===== src/rtl/conv_pkg.sv =====
// Shared definitions for the conv engine weight path: widths, kernel geometry and
// the weight-load state encoding used by the writer and the engine's weight reader.
package conv_pkg;

  localparam int WEIGHT_W    = 16;
  localparam int WADDR_W     = 12;
  localparam int KERNEL_TAPS = 25;
  localparam int KCNT_W      = 8;

  typedef enum logic {
    IDLE = 1'b0,
    LOAD = 1'b1
  } wr_state_t;

endpackage


===== src/rtl/weight_ram_writer_if.sv =====
// Valid/ready weight stream from the host/DMA into the weight RAM writer.
interface weight_ram_writer_if import conv_pkg::*; #(
  parameter int DATA_WIDTH = WEIGHT_W
);

  logic                  s_valid;
  logic [DATA_WIDTH-1:0] s_data;
  logic                  s_last;
  logic                  s_ready;

  modport master (output s_valid, output s_data, output s_last, input s_ready);
  modport slave  (input s_valid, input s_data, input s_last, output s_ready);

endinterface


===== src/rtl/weight_tap_counter.sv =====
// Tap/kernel position counters for a weight load, plus the RAM write address
// (base + beat count, wrapping modulo the RAM depth) and the final-beat flag.
module weight_tap_counter import conv_pkg::*; #(
  parameter int ADDR_WIDTH = WADDR_W,
  parameter int KCNT_WIDTH = KCNT_W,
  parameter int TAPS       = KERNEL_TAPS
) (
  input  logic                  clk,
  input  logic                  rst_n,
  input  logic                  clear,
  input  logic                  advance,
  input  logic [ADDR_WIDTH-1:0] base_addr,
  input  logic [KCNT_WIDTH-1:0] num_kernels,
  output logic [4:0]            tap_cnt,
  output logic [KCNT_WIDTH-1:0] kern_cnt,
  output logic [ADDR_WIDTH-1:0] wr_addr,
  output logic                  is_final
);

  localparam logic [4:0] LAST_TAP = 5'(TAPS - 1);

  logic [ADDR_WIDTH:0] beat_cnt;
  logic                tap_wrap;

  assign tap_wrap = (tap_cnt == LAST_TAP);
  assign is_final = tap_wrap && (kern_cnt == (num_kernels - KCNT_WIDTH'(1)));
  assign wr_addr  = ADDR_WIDTH'({1'b0, base_addr} + beat_cnt);

  always_ff @(posedge clk) begin
    if (!rst_n || clear) begin
      tap_cnt  <= '0;
      kern_cnt <= '0;
      beat_cnt <= '0;
    end else if (advance) begin
      beat_cnt <= beat_cnt + (ADDR_WIDTH + 1)'(1);
      if (tap_wrap) begin
        tap_cnt  <= '0;
        kern_cnt <= kern_cnt + KCNT_WIDTH'(1);
      end else begin
        tap_cnt  <= tap_cnt + 5'd1;
      end
    end
  end

endmodule


===== src/rtl/weight_ram_writer.sv =====
// Streams num_kernels x 25 weights into the kernel weight RAM from base_addr,
// one write per accepted beat with a single cycle of latency.
module weight_ram_writer import conv_pkg::*; #(
  parameter int DATA_WIDTH  = conv_pkg::WEIGHT_W,
  parameter int ADDR_WIDTH  = conv_pkg::WADDR_W,
  parameter int KERNEL_TAPS = conv_pkg::KERNEL_TAPS,
  parameter int KCNT_WIDTH  = conv_pkg::KCNT_W
) (
  input  logic                  clk,
  input  logic                  rst_n,
  input  logic                  start,
  input  logic [ADDR_WIDTH-1:0] base_addr,
  input  logic [KCNT_WIDTH-1:0] num_kernels,
  weight_ram_writer_if.slave    s_if,
  output logic                  ram_ena,
  output logic                  ram_wea,
  output logic [ADDR_WIDTH-1:0] ram_addra,
  output logic [DATA_WIDTH-1:0] ram_dina,
  output logic                  busy,
  output logic                  done,
  output logic                  err_last,
  output logic [KCNT_WIDTH-1:0] kernel_idx,
  output logic [4:0]            tap_idx
);

  wr_state_t state, state_nxt;

  logic                  accept;
  logic                  start_ok;
  logic                  is_final;
  logic [ADDR_WIDTH-1:0] base_q;
  logic [KCNT_WIDTH-1:0] nk_q;
  logic [ADDR_WIDTH-1:0] wr_addr;
  logic [4:0]            tap_cnt;
  logic [KCNT_WIDTH-1:0] kern_cnt;

  assign start_ok = start && (state == IDLE);
  assign accept   = s_if.s_valid && s_if.s_ready;

  weight_tap_counter #(
    .ADDR_WIDTH (ADDR_WIDTH),
    .KCNT_WIDTH (KCNT_WIDTH),
    .TAPS       (KERNEL_TAPS)
  ) u_counter (
    .clk         (clk),
    .rst_n       (rst_n),
    .clear       (start_ok),
    .advance     (accept),
    .base_addr   (base_q),
    .num_kernels (nk_q),
    .tap_cnt     (tap_cnt),
    .kern_cnt    (kern_cnt),
    .wr_addr     (wr_addr),
    .is_final    (is_final)
  );

  always_ff @(posedge clk) begin
    if (!rst_n) state <= IDLE;
    else        state <= state_nxt;
  end

  always_comb begin
    state_nxt = state;
    unique case (state)
      IDLE: if (start && (num_kernels != '0)) state_nxt = LOAD;
      LOAD: if (accept && is_final)           state_nxt = IDLE;
      default:                                state_nxt = IDLE;
    endcase
  end

  // Ready is a pure state decode so upstream never sees a valid->ready loop.
  always_comb begin
    s_if.s_ready = (state == LOAD);
    busy         = (state == LOAD);
  end

  always_ff @(posedge clk) begin
    if (!rst_n) begin
      ram_ena    <= 1'b0;
      ram_wea    <= 1'b0;
      ram_addra  <= '0;
      ram_dina   <= '0;
      done       <= 1'b0;
      err_last   <= 1'b0;
      kernel_idx <= '0;
      tap_idx    <= '0;
      base_q     <= '0;
      nk_q       <= '0;
    end else begin
      ram_ena <= accept;
      ram_wea <= accept;
      done    <= (accept && is_final) || (start_ok && (num_kernels == '0));
      if (start_ok) begin
        base_q <= base_addr;
        nk_q   <= num_kernels;
      end
      if (accept) begin
        ram_addra  <= wr_addr;
        ram_dina   <= s_if.s_data;
        kernel_idx <= kern_cnt;
        tap_idx    <= tap_cnt;
      end
      // The load always completes by count; a misplaced s_last only raises the flag.
      if (start_ok)                                    err_last <= 1'b0;
      else if (accept && (s_if.s_last != is_final))    err_last <= 1'b1;
    end
  end

endmodule

===== src/flat_wrapper.sv =====
// flat-port wrapper written by rule: the top's interface ports become plain ports
module weight_ram_writer_flat import conv_pkg::*;
#(
  parameter int DATA_WIDTH  = conv_pkg::WEIGHT_W,
  parameter int ADDR_WIDTH  = conv_pkg::WADDR_W,
  parameter int KERNEL_TAPS = conv_pkg::KERNEL_TAPS,
  parameter int KCNT_WIDTH  = conv_pkg::KCNT_W
)
  (clk, rst_n, start, base_addr, num_kernels, ram_ena, ram_wea, ram_addra, ram_dina, busy, done, err_last, kernel_idx, tap_idx, s_if_s_valid, s_if_s_data, s_if_s_last, s_if_s_ready);
  weight_ram_writer_if #(.DATA_WIDTH(DATA_WIDTH)) s_if_i ();
  input  logic clk;
  input  logic rst_n;
  input  logic start;
  input  logic [ADDR_WIDTH-1:0] base_addr;
  input  logic [KCNT_WIDTH-1:0] num_kernels;
  output logic ram_ena;
  output logic ram_wea;
  output logic [ADDR_WIDTH-1:0] ram_addra;
  output logic [DATA_WIDTH-1:0] ram_dina;
  output logic busy;
  output logic done;
  output logic err_last;
  output logic [KCNT_WIDTH-1:0] kernel_idx;
  output logic [4:0] tap_idx;
  input wire logic [$bits(s_if_i.s_valid)-1:0] s_if_s_valid;
  input wire logic [$bits(s_if_i.s_data)-1:0] s_if_s_data;
  input wire logic [$bits(s_if_i.s_last)-1:0] s_if_s_last;
  output wire logic [$bits(s_if_i.s_ready)-1:0] s_if_s_ready;
  assign s_if_i.s_valid = s_if_s_valid;
  assign s_if_i.s_data = s_if_s_data;
  assign s_if_i.s_last = s_if_s_last;
  assign s_if_s_ready = s_if_i.s_ready;
  weight_ram_writer #(.DATA_WIDTH(DATA_WIDTH), .ADDR_WIDTH(ADDR_WIDTH), .KERNEL_TAPS(KERNEL_TAPS), .KCNT_WIDTH(KCNT_WIDTH)) u_core (.clk(clk), .rst_n(rst_n), .start(start), .base_addr(base_addr), .num_kernels(num_kernels), .s_if(s_if_i), .ram_ena(ram_ena), .ram_wea(ram_wea), .ram_addra(ram_addra), .ram_dina(ram_dina), .busy(busy), .done(done), .err_last(err_last), .kernel_idx(kernel_idx), .tap_idx(tap_idx));
endmodule

===== config.mk =====
export PLATFORM = sky130hd
export DESIGN_NAME = weight_ram_writer_flat
export DESIGN_NICKNAME = d
export VERILOG_FILES = /design/src/rtl/conv_pkg.sv /design/src/rtl/weight_ram_writer_if.sv /design/src/rtl/weight_tap_counter.sv /design/src/rtl/weight_ram_writer.sv /design/src/flat_wrapper.sv
export SDC_FILE = /design/constraint.sdc
export NUM_CORES = 1
export LEC_CHECK = 0
export ABC_AREA = 1
export CAP_MARGIN = 40
export CORE_UTILIZATION = 45
export DETAILED_ROUTE_END_ITERATION = 10
export PLACE_DENSITY_LB_ADDON = 0.05
export SYNTH_ARGS = -nofsm -noshare
export SYNTH_HDL_FRONTEND = slang
export SYNTH_HIERARCHICAL = 1
export SYNTH_SLANG_ARGS = --single-unit

===== constraint.sdc =====
create_clock -name clk -period 1.8 [get_ports clk]
set_input_delay 0.54 -clock clk [delete_from_list [all_inputs] [get_ports clk]]
set_output_delay 0.54 -clock clk [all_outputs]
set_load 0.01 [all_outputs]

==> run_results.csv, run 1 <==
group,metric,value,unit
critical_path,worst-endpoint-required,1.26,ns
final_layout,drive_above_1_share,12.08,%
clock_tree,cts_tree,"done",
floorplanning,number_of_placement_rows,35,
timing,slew_headroom,71.57,%
critical_path,endpoint,"tap_idx[4]",
global_route,first_global_vias,3816,
route,via_count,4023,
critical_path,worst_path_largest_cell_delay,0.54,ns
final_layout,multi_input_comb_area,2272,sq um
timing,grt_setup_unrepaired,"yes",
status,status,"complete, no violations",
pwr,standby_leakage_power,0.002940,uW
timing,fin_skew,0.01540,ns
route,postRouteWirelength,10120,microns
critical_path,crit_reg_reg_startpoint,"u_core/nk_q[0]$_SDFFE_PN0P_",
critical_path,cp-startpoint,"u_core/tap_idx[4]$_SDFFE_PN0P_",
synth,synth_nets,660,
pwr,ir_drop,440.9,uV
critical_path,path_delay_family,"buffers and inverters",
final_layout,synthToLayoutAreaGrowth,32.58,%
final_layout,diodes,0,
pwr,report.power.total,4309,uW
final_layout,final_layout_fill_cell_count,894,
final_layout,ff_latch_area,1807,sq um
timing,timing.fmax,568.6,MHz
placed_design,port_buffers,87,
critical_path,cp_slowest_cell,"sky130_fd_sc_hd__clkdlybuf4s50_1",
floorplanning,core_region_area,9284,sq um
clock_tree,max-clock-path-buffers,2,
synth,synth_seq_cells,90,
critical_path,timing.critical_path.from_type,"flip-flop",
critical_path,rrSetupSlack,0.07,ns
route,routed_via_density,4.784,
final_layout,design_area,5763,sq um
synth,synth.yosys.seq_area_share,41.45,%
placed_design,post_dp_cell_area,5456,sq um
clock_tree,path_clk_slew,0.09,ns
clock_tree,cts.hold.buffers_added,0,
timing,setup_ws,0.04142,ns
critical_path,end_kind,"primary output",
pwr,powerDensity,747.7,nW/um^2
floorplanning,die_x,100.3,microns
placed_design,routabilityCongestion,0.8697,
critical_path,worstPathMaxFanout,2,
synth,syn_area,4347,sq um
route,detailedRoute.firstPassIterationCount,5,
timing,worst_slew_pin_slew,0.4259,ns
route,drtAntennaViolNets,0,
floorplanning,floorplan.initialDensity,46.82,%
global_route,antenna_found_initial,0,
critical_path,critPathArrivalTime,1.22,ns
clock_tree,worstSkewPairLatency,0.36,ns
clock_tree,clock_tree.htree_level_count,3,
timing,final_min_period_over_clock_period,97.70,%
critical_path,critical_path.cell_chain,"clkdlybuf4s50_1",
final_layout,finalNetCount,765,
placed_design,post-place-ws,-0.1652,ns
timing,finalWorstPathRequiredPeriod,1.759,ns
critical_path,critical_path.n_buffers_inverters,1,
critical_path,worst_r2r_path_depth,13,
synth,synth.yosys.warnings,6,
critical_path,end_of_the_worst_register_to_register_path,"u_core/busy$_SDFF_PN0_",
hold_path,worst_hold_path.num_cells,2,
clock_tree,clock_sinks,90,
timing,maxSlewViolCount,0,
global_route,grt_util_all_layers,21.31,%
placed_design,dp_hpwl,7448,microns
global_route,grt_pass1_wl,17070,microns
clock_tree,clock-root-buffer,"sky130_fd_sc_hd__clkbuf_8",
critical_path,timing.critical_path.depth,1,
clock_tree,numCtsBuffers,9,
floorplanning,design.portCount,88,
route,initial_detailed_routing_violation_count,161,
hold_path,holdCritPathClass,"reg2reg",
synth,synthesis.area_per_instance,7.220,sq um
floorplanning,design.die.area,10060,sq um
timing,setup_viol,0,
timing,timing.final.hold_violations,0,
flow_run,max-cap-violations,0,
critical_path,worst-setup-path-type,"reg2out",
global_route,grt_max_degree,33,
route,routed_wire_length_per_instance,12.03,microns
synth,postSynthCellCount,602,
synth,ys_types,37,
route,drc_errors,0,
floorplanning,fp.dieH,100.3,microns
global_route,grt_overflow,0,
## cell usage after synthesis
cell	n	area [sq um]
sky130_fd_sc_hd__inv_4	1	6.260
sky130_fd_sc_hd__inv_2	5	18.77
sky130_fd_sc_hd__buf_6	4	45.04
sky130_fd_sc_hd__nand3b_4	1	20.02
sky130_fd_sc_hd__fa_1	1	20.02
sky130_fd_sc_hd__xnor2_1	6	52.55
sky130_fd_sc_hd__buf_2	1	5.000
sky130_fd_sc_hd__clkbuf_2	4	20.02
sky130_fd_sc_hd__a21o_1	2	15.01
sky130_fd_sc_hd__inv_6	1	8.760
sky130_fd_sc_hd__o21ai_1	19	95.09
sky130_fd_sc_hd__xor2_1	11	96.34
sky130_fd_sc_hd__nand2_1	88	330.3
sky130_fd_sc_hd__dfxtp_1	90	1802
sky130_fd_sc_hd__a21oi_1	25	125.1
sky130_fd_sc_hd__o21ai_0	55	275.3
sky130_fd_sc_hd__o21bai_1	1	7.510
sky130_fd_sc_hd__nand4_1	4	25.02
sky130_fd_sc_hd__buf_4	7	52.55
sky130_fd_sc_hd__ha_1	16	200.2
sky130_fd_sc_hd__nor2_2	3	18.77
sky130_fd_sc_hd__nand3_1	22	110.1
sky130_fd_sc_hd__nand2_4	2	22.52
sky130_fd_sc_hd__nand3_2	2	20.02
sky130_fd_sc_hd__nand4_4	1	21.27
sky130_fd_sc_hd__nor3_2	1	10.01
sky130_fd_sc_hd__nor2_4	3	33.78
sky130_fd_sc_hd__nor2_1	173	649.4
sky130_fd_sc_hd__a31oi_1	1	6.260
sky130_fd_sc_hd__buf_8	1	15.01
sky130_fd_sc_hd__nand3b_1	1	7.510
sky130_fd_sc_hd__clkbuf_1	6	22.52
sky130_fd_sc_hd__nor3_1	5	25.02
sky130_fd_sc_hd__or2_0	1	6.260
sky130_fd_sc_hd__nand2_2	3	18.77
sky130_fd_sc_hd__inv_1	33	123.9
sky130_fd_sc_hd__nor3b_1	2	15.01
## worst min path at each step
stage / startpoint / to / slack (ns)
finish: u_core/err_last$_SDFFE_PP0P_ / u_core/err_last$_SDFFE_PP0P_ / 0.46
global route: u_core/kernel_idx[0]$_SDFFE_PN0P_ / u_core/kernel_idx[0]$_SDFFE_PN0P_ / 0.50
CTS: u_core/err_last$_SDFFE_PP0P_ / u_core/err_last$_SDFFE_PP0P_ / 0.46
detailed placement: u_core/err_last$_SDFFE_PP0P_ / u_core/err_last$_SDFFE_PP0P_ / 0.45
floorplan: u_core/u_counter/beat_cnt[6]$_SDFFE_PP0P_ / u_core/u_counter/beat_cnt[6]$_SDFFE_PP0P_ / 0.46
global placement: u_core/err_last$_SDFFE_PP0P_ / u_core/err_last$_SDFFE_PP0P_ / 0.45
## cells by family (layout without fill, tap and decap cells)
kind of cell	Yosys count	count (layout)	share of synthesized area [%]
and+or+nand+nor	312	312	30.69
AOI/OAI and AO/OA	103	103	12.06
DFF	90	90	41.45
buffers and inverters	63	173	7.311
adders and majority gates	17	17	5.066
xor gates and xnor gates	17	17	3.425
## cells in the final DEF, fill, tap and decap left out, types with 3 or more instances in the layout
master                            count
sky130_fd_sc_hd__nor2_1             171
sky130_fd_sc_hd__nand2_1             86
sky130_fd_sc_hd__dfxtp_1             86
sky130_fd_sc_hd__o21ai_0             50
sky130_fd_sc_hd__clkdlybuf4s50_1     43
sky130_fd_sc_hd__inv_1               31
sky130_fd_sc_hd__buf_4               28
sky130_fd_sc_hd__dlymetal6s2s_1      25
sky130_fd_sc_hd__o21ai_1             24
sky130_fd_sc_hd__nand3_1             22
sky130_fd_sc_hd__a21oi_1             21
sky130_fd_sc_hd__dlygate4sd2_1       18
sky130_fd_sc_hd__ha_1                15
sky130_fd_sc_hd__xor2_1              11
sky130_fd_sc_hd__clkbuf_8            10
sky130_fd_sc_hd__inv_2                7
sky130_fd_sc_hd__xnor2_1              6
sky130_fd_sc_hd__nand2_2              5
sky130_fd_sc_hd__nor3_1               5
sky130_fd_sc_hd__nor2_4               4
sky130_fd_sc_hd__a21oi_2              4
sky130_fd_sc_hd__dfxtp_2              4
sky130_fd_sc_hd__nand4_1              4
sky130_fd_sc_hd__nor2_2               4
sky130_fd_sc_hd__inv_6                3
## state kept, by name (all words and copies together) (netlist names)
name                       count
u_core/ram_addra              12
u_core/done                    1
u_core/base_q                 12
u_core/u_counter/beat_cnt     12
u_core/tap_idx                 5
u_core/u_counter/tap_cnt       5
u_core/err_last                1
u_core/ram_wea                 1
u_core/nk_q                    8
u_core/u_counter/kern_cnt      8
u_core/kernel_idx              8
u_core/busy                    1
u_core/ram_dina               16
## report_power, final
group / internal, uW / total (uW) / switching (uW)
Sequential: 2090 / 2150 / 60.4
Clock: 691 / 1430 / 741
Combinational: 349 / 723 / 374
## per-layer routing
layer	part of all wire, %	routed length (microns)	GRT usage (%)	vias up
met3	4.7	473	4.318	10
met1	47	4734	26.85	1785
li1	-	-	-	2138
met2	47	4783	36.72	90
met4	1.3	129	6.355	0
met5	0	0	0	-
## layout make-up
cell class / count / share of cell area, %
clock inverters: 6 / 1.238
inverters: 40 / 2.736
repair buffers: 117 / 20.06
flip-flops and latches: 90 / 31.35
clock buffers: 10 / 2.388
well taps: 129 / 2.801
multi-input cells: 449 / 39.43
## through the flow
stage          instances  hold WS (ns)  utilization [%]  setup TNS [ns]
6_report             841        0.4647            62.08               0
5_1_grt              841        0.5018            62.08         -0.2525
4_1_cts              840        0.4623            60.78               0
3_5_place_dp         824        0.4506            58.77          -3.766
3_3_place_gp         824        0.4499            58.77          -2.718
2_1_floorplan        602        0.4629                -               0
## what timing repair did
item	CTS	global route
pin swaps	0	10
gates resized for setup	18	47
endpoints found under the setup margin	18	34
buffers inserted	0	1
(Power assumes the default switching activity.)
==> inputs of run 2 (changes only) <==
Settings changed: PLACE_DENSITY set to 0.7, PLACE_DENSITY_LB_ADDON 0.05 to unset.
==> run 2 against run 1 <==
Sequential share of layout area down 0.11 points. Non-clock buffer count is 3 higher. Cell area increased by 0.41%. Die area unchanged. Highest routed layer unchanged. Largest cell class unchanged. Sequential cell count unchanged. Register-to-register slack hardly changed. Routed wire length rose by 4.1%.
==> run_results.csv, run 2 (synthesized netlist as in run 1, its figures left out) <==
group,metric,value,unit
status,status,"complete, no violations",
route,detailedRoute.firstPassIterationCount,4,
timing,setup_viol,0,
clock_tree,cts.hold.buffers_added,0,
global_route,antenna_found_initial,0,
final_layout,mostFrequentLayoutCell,"sky130_fd_sc_hd__nor2_1",
critical_path,worst-setup-path-type,"reg2out",
clock_tree,clock_sinks,90,
floorplanning,design.portCount,88,
final_layout,drive_above_1_share,12.32,%
route,drtAntennaViolNets,0,
clock_tree,max-clock-path-buffers,2,
critical_path,worstPathMaxFanout,2,
critical_path,worst-endpoint-required,1.26,ns
placed_design,dp_hpwl,7760,microns
final_layout,synthToLayoutAreaGrowth,33.13,%
final_layout,ff_latch_area,1808,sq um
timing,maxSlewViolCount,0,
timing,finalWorstPathRequiredPeriod,1.771,ns
timing,worst_slew_pin_slew,0.3915,ns
floorplanning,number_of_placement_rows,35,
timing,timing.final.hold_violations,0,
floorplanning,fp.dieH,100.3,microns
timing,grt_setup_unrepaired,"yes",
timing,fin_hold_ws,0.4487,ns
final_layout,largest_register_ff_count,16,
route,routed_via_density,4.858,
pwr,report.power.total,4139,uW
critical_path,worst_path_largest_cell_delay,0.55,ns
route,via_count,4095,
timing,fin_skew,0.01224,ns
placed_design,port_buffers,87,
final_layout,final_cell_mix,"171 x sky130_fd_sc_hd__nor2_1, 87 x sky130_fd_sc_hd__nand2_1, 85 x sky130_fd_sc_hd__dfxtp_1, 51 x sky130_fd_sc_hd__o21ai_0, 50 x sky130_fd_sc_hd__clkdlybuf4s50_1",
global_route,grt_max_degree,64,
final_layout,final-instance-count-excl-fill,843,
clock_tree,worstSkewPairLatency,0.35,ns
pwr,ir_drop,415.0,uV
timing,slew_headroom,73.62,%
clock_tree,post_cts_buffers,0,
flow_run,max-cap-violations,0,
global_route,grt_overflow,0,
final_layout,final_layout_fill_cell_count,868,
global_route,grt_pass1_wl,17580,microns
final_layout,finish.utilization,62.33,%
floorplanning,core_region_area,9284,sq um
critical_path,cp_slowest_cell,"sky130_fd_sc_hd__clkdlybuf4s50_1",
critical_path,timing.critical_path.from_type,"flip-flop",
critical_path,critical_path.n_buffers_inverters,1,
route,drc_errors,0,
final_layout,finalNetCount,768,
placed_design,routabilityCongestion,0.8682,
timing,timing.fmax,564.6,MHz
clock_tree,clock_tree.htree_level_count,3,
clock_tree,clock-root-buffer,"sky130_fd_sc_hd__clkbuf_8",
final_layout,diodes,0,
placed_design,post-place-cells,828,
floorplanning,floorplan.initialDensity,46.82,%
route,initial_detailed_routing_violation_count,155,
final_layout,top_register_by_number_of_flip_flops,"u_core/ram_dina",
global_route,first_global_vias,3849,
floorplanning,die_x,100.3,microns
pwr,powerDensity,715.2,nW/um^2
timing,final_min_period_over_clock_period,98.40,%
critical_path,critical_path.cell_chain,"clkdlybuf4s50_1",
critical_path,path_delay_family,"buffers and inverters",
pwr,standby_leakage_power,0.002973,uW
critical_path,critPathArrivalTime,1.23,ns
critical_path,end_kind,"primary output",
floorplanning,design.die.area,10060,sq um
route,postRouteWirelength,10540,microns
clock_tree,path_clk_slew,0.09,ns
final_layout,multi_input_comb_area,2276,sq um
global_route,grt_util_all_layers,21.63,%
clock_tree,cts_tree,"done",
clock_tree,numCtsBuffers,9,
hold_path,holdCritPathClass,"reg2reg",
route,routed_wire_length_per_instance,12.50,microns
-- run 2: changes by cell type in the layout (fill, tap and decap cells not counted), sizes merged --
cell | previous run | this run
dlygate4sd2 | 18 | 7
clkdlybuf4s50 | 43 | 50
dlymetal6s2s | 25 | 30
buf | 31 | 33
bufinv | 1 | 0
clkbuf | 10 | 9
clkinv | 1 | 2
-- run 2: worst paths after layout --
kind | from | to | slack, ns | cells after the start
hold / removal | u_core/err_last$_SDFFE_PP0P_ | u_core/err_last$_SDFFE_PP0P_ | 0.45 | 2
hold reg to reg | u_core/err_last$_SDFFE_PP0P_ | u_core/err_last$_SDFFE_PP0P_ | 0.45 | 2
setup reg to reg | u_core/base_q[0]$_SDFFE_PN0P_ | u_core/ram_addra[6]$_SDFFE_PN0P_ | 0.07 | 8
setup / recovery | u_core/tap_idx[2]$_SDFFE_PN0P_ | tap_idx[2] | 0.03 | 1
-- run 2: routing by layer --
layer | vias to the layer above | wire, microns | global-route usage [%]
met1 | 1816 | 5009 | 29.39
met2 | 107 | 4756 | 34.88
met4 | 0 | 205 | 7.915
li1 | 2158 | - | -
met3 | 14 | 569 | 3.203
met5 | - | 0 | 0
-- run 2: repair_timing --
| item | in CTS | in global routing |
|---|---|---|
| gates cloned | 0 | 0 |
| endpoints found under the setup margin | 9 | 40 |
| gates resized for setup | 9 | 49 |
| endpoints found under the hold margin | 0 | 0 |
| pin swaps | 0 | 3 |
-- run 2: final cells by class --
type,instances,area share [%]
Clock inverter,6,0.8649
Tap cell,129,2.789
Clock buffer,9,2.141
Sequential cell,90,31.24
Multi-Input combinational cell,449,39.33
Timing Repair Buffer,120,20.91
Inverter,40,2.724
-- run 2: where the power goes --
part | total [uW] | switching [uW] | internal [uW]
registers | 2160 | 67.6 | 2090
logic | 736 | 376 | 359
clock network | 1240 | 734 | 509
total | 4140 | 1180 | 2960
-- run 2: metrics by stage --
step,instance area [sq um],TNS [ns],worst slack (ns)
2_1_floorplan,4347,0,0.1362
3_3_place_gp,5492,-0.6763,-0.1184
3_5_place_dp,5492,-1.403,-0.1613
4_1_cts,5660,0,0.001571
5_1_grt,5787,-0.009152,-0.009152
6_report,5787,0,0.02881
-- run 2: worst register-to-register path: stages (launching register included) --
cell	delay, ns
sky130_fd_sc_hd__dfxtp_1	0.33
sky130_fd_sc_hd__ha_1	0.24
sky130_fd_sc_hd__fa_2	0.36
sky130_fd_sc_hd__nand3_1	0.09
sky130_fd_sc_hd__nand2_1	0.10
sky130_fd_sc_hd__a21oi_1	0.18
sky130_fd_sc_hd__xnor2_1	0.18
sky130_fd_sc_hd__o21ai_1	0.12
sky130_fd_sc_hd__nor2_1	0.09
==> inputs of run 3 (changes only) <==
Settings changed: CTS_CLUSTER_SIZE set to 28, PLACE_DENSITY 0.7 to 0.69.
==> run 3 against run 2 <==
First-iteration DRC count decreased by 21%. Maximum frequency is 1.0% higher. Utilization is 0.16 points higher. Combinational power is 3% lower. Worst setup slack better by 0.018 ns. Routed wire length fell by 3.8%. Clock skew is essentially flat. Sequential share of layout area down 0.081 points. Clock power increased by 35%. Cell area up 0.26%. Critical path type unchanged. Largest cell class unchanged.
==> run_results.csv, run 3 (synthesized netlist as in run 1, its figures left out) <==
group,metric,value,unit
timing,final_min_period_over_clock_period,97.39,%
floorplanning,die_x,100.3,microns
floorplanning,number_of_placement_rows,35,
final_layout,largest_register_ff_count,16,
final_layout,finish.utilization,62.49,%
status,status,"complete, no violations",
placed_design,dp_hpwl,7408,microns
clock_tree,cts_tree,"done",
final_layout,multi_input_comb_area,2257,sq um
route,drc_errors,0,
clock_tree,numCtsBuffers,9,
critical_path,critical_path.n_buffers_inverters,1,
route,detailedRoute.firstPassIterationCount,4,
route,routed_via_density,4.862,
floorplanning,fp.dieH,100.3,microns
global_route,antenna_found_initial,0,
final_layout,top_register_by_number_of_flip_flops,"u_core/ram_dina",
timing,slew_headroom,76.60,%
critical_path,worst_path_largest_cell_delay,0.53,ns
critical_path,timing.critical_path.from_type,"flip-flop",
critical_path,cp_slowest_cell,"sky130_fd_sc_hd__clkdlybuf4s50_1",
timing,maxSlewViolCount,0,
global_route,grt_max_degree,54,
timing,finalWorstPathRequiredPeriod,1.753,ns
placed_design,post_dp_cell_area,5454,sq um
clock_tree,max-clock-path-buffers,2,
timing,setup_tns,0,ns
final_layout,final-instance-count-excl-fill,838,
global_route,first_global_vias,3607,
critical_path,path_delay_family,"buffers and inverters",
critical_path,worst-setup-path-type,"reg2out",
pwr,standby_leakage_power,0.003016,uW
route,initial_detailed_routing_violation_count,122,
pwr,ir_drop,408.1,uV
critical_path,worst-endpoint-required,1.26,ns
floorplanning,design.die.area,10060,sq um
critical_path,critPathArrivalTime,1.21,ns
clock_tree,cts.hold.buffers_added,0,
timing,worst_slew_pin_slew,0.3505,ns
critical_path,worstPathMaxFanout,2,
clock_tree,clock-root-buffer,"sky130_fd_sc_hd__clkbuf_8",
clock_tree,clock_sinks,90,
timing,timing.final.hold_violations,0,
critical_path,cp-startpoint,"u_core/kernel_idx[1]$_SDFFE_PN0P_",
final_layout,drive_above_1_share,11.42,%
final_layout,synthToLayoutAreaGrowth,33.48,%
timing,grt_setup_unrepaired,"yes",
final_layout,mostFrequentLayoutCell,"sky130_fd_sc_hd__nor2_1",
global_route,grt_util_all_layers,20.12,%
critical_path,critical_path.cell_chain,"clkdlybuf4s50_1",
critical_path,end_kind,"primary output",
placed_design,post-place-cells,822,
placed_design,port_buffers,87,
final_layout,final_layout_fill_cell_count,853,
critical_path,crit_reg_reg_startpoint,"u_core/nk_q[1]$_SDFFE_PN0P_",
final_layout,finalNetCount,762,
route,postRouteWirelength,10140,microns
final_layout,design_area,5802,sq um
hold_path,holdCritPathClass,"reg2reg",
floorplanning,design.portCount,88,
route,routed_wire_length_per_instance,12.10,microns
global_route,grt_pass1_wl,16180,microns
route,via_count,4074,
global_route,grt_overflow,0,
final_layout,diodes,0,
floorplanning,core_region_area,9284,sq um
final_layout,final_cell_mix,"172 x sky130_fd_sc_hd__nor2_1, 87 x sky130_fd_sc_hd__nand2_1, 85 x sky130_fd_sc_hd__dfxtp_1, 49 x sky130_fd_sc_hd__o21ai_0, 44 x sky130_fd_sc_hd__clkdlybuf4s50_1",
final_layout,ff_latch_area,1808,sq um
floorplanning,floorplan.initialDensity,46.82,%
clock_tree,worstSkewPairLatency,0.36,ns
placed_design,routabilityCongestion,0.9104,
flow_run,max-cap-violations,0,
pwr,powerDensity,783.5,nW/um^2
clock_tree,path_clk_slew,0.08,ns
timing,setup_viol,0,
route,drtAntennaViolNets,0,
clock_tree,clock_tree.htree_level_count,3,
hold_path,worst_hold_startpoint,"u_core/err_last$_SDFFE_PP0P_",
timing,fin_skew,0.01183,ns
timing,timing.fmax,570.5,MHz
-- run 3: final timing paths --
path                                       end  slack [ns]  cells past startpoint
setup / recovery                 kernel_idx[1]        0.05                      1
hold / removal    u_core/err_last$_SDFFE_PP0P_        0.45                      2
setup reg to reg  u_core/err_last$_SDFFE_PP0P_        0.11                     13
hold reg to reg   u_core/err_last$_SDFFE_PP0P_        0.45                      2
-- run 3: metrics by stage --
| stage | worst slack (ns) | hold WS (ns) | power (uW) |
|---|---|---|---|
| after floorplan | 0.1362 | 0.4629 | 2602 |
| after global placement | -0.1318 | 0.4443 | 2916 |
| after detailed placement | -0.1796 | 0.4495 | 2930 |
| after CTS | 0.001455 | 0.4640 | 4575 |
| after global routing | -0.02026 | 0.4885 | 4769 |
| final | 0.04701 | 0.4518 | 4545 |
-- run 3: tightest hold or removal path, delay by kind of cell (launching register included) --
family / cells / cell delay, ns
compound gates: 1 / 0.05
buf+inv: 1 / 0.05
flops: 1 / 0.32
-- run 3: power breakdown --
group | internal, uW | total [uW] | leakage, uW | switching, uW
clock | 934 | 1670 | 0.000120 | 733
combinational | 348 | 717 | 0.00216 | 369
sequential | 2090 | 2160 | 0.000737 | 66.7
total | 3380 | 4550 | 0.00302 | 1170
-- run 3: area by class of cell --
cell class                 count  area share, %
timing repair buffer         114          20.16
multi-input combinational    449          38.90
inverter                      40          2.717
clock inverter                 7          2.135
sequential                    90          31.16
clock buffer                   9          2.135
tap                          129          2.782
-- run 3: what timing repair did --
item                                    CTS  global route
resized for setup                        12            50
pin swaps                                 0             3
setup buffers                             0             0
endpoints found under the setup margin   12            40
-- run 3: metal layers --
metal	vias up	GRT usage (%)	share of wire [%]
met2	108	33.40	45
met1	1821	26.46	49
met3	11	3.343	4.7
met4	0	7.023	1.2
li1	2134	-	-
met5	-	0	0
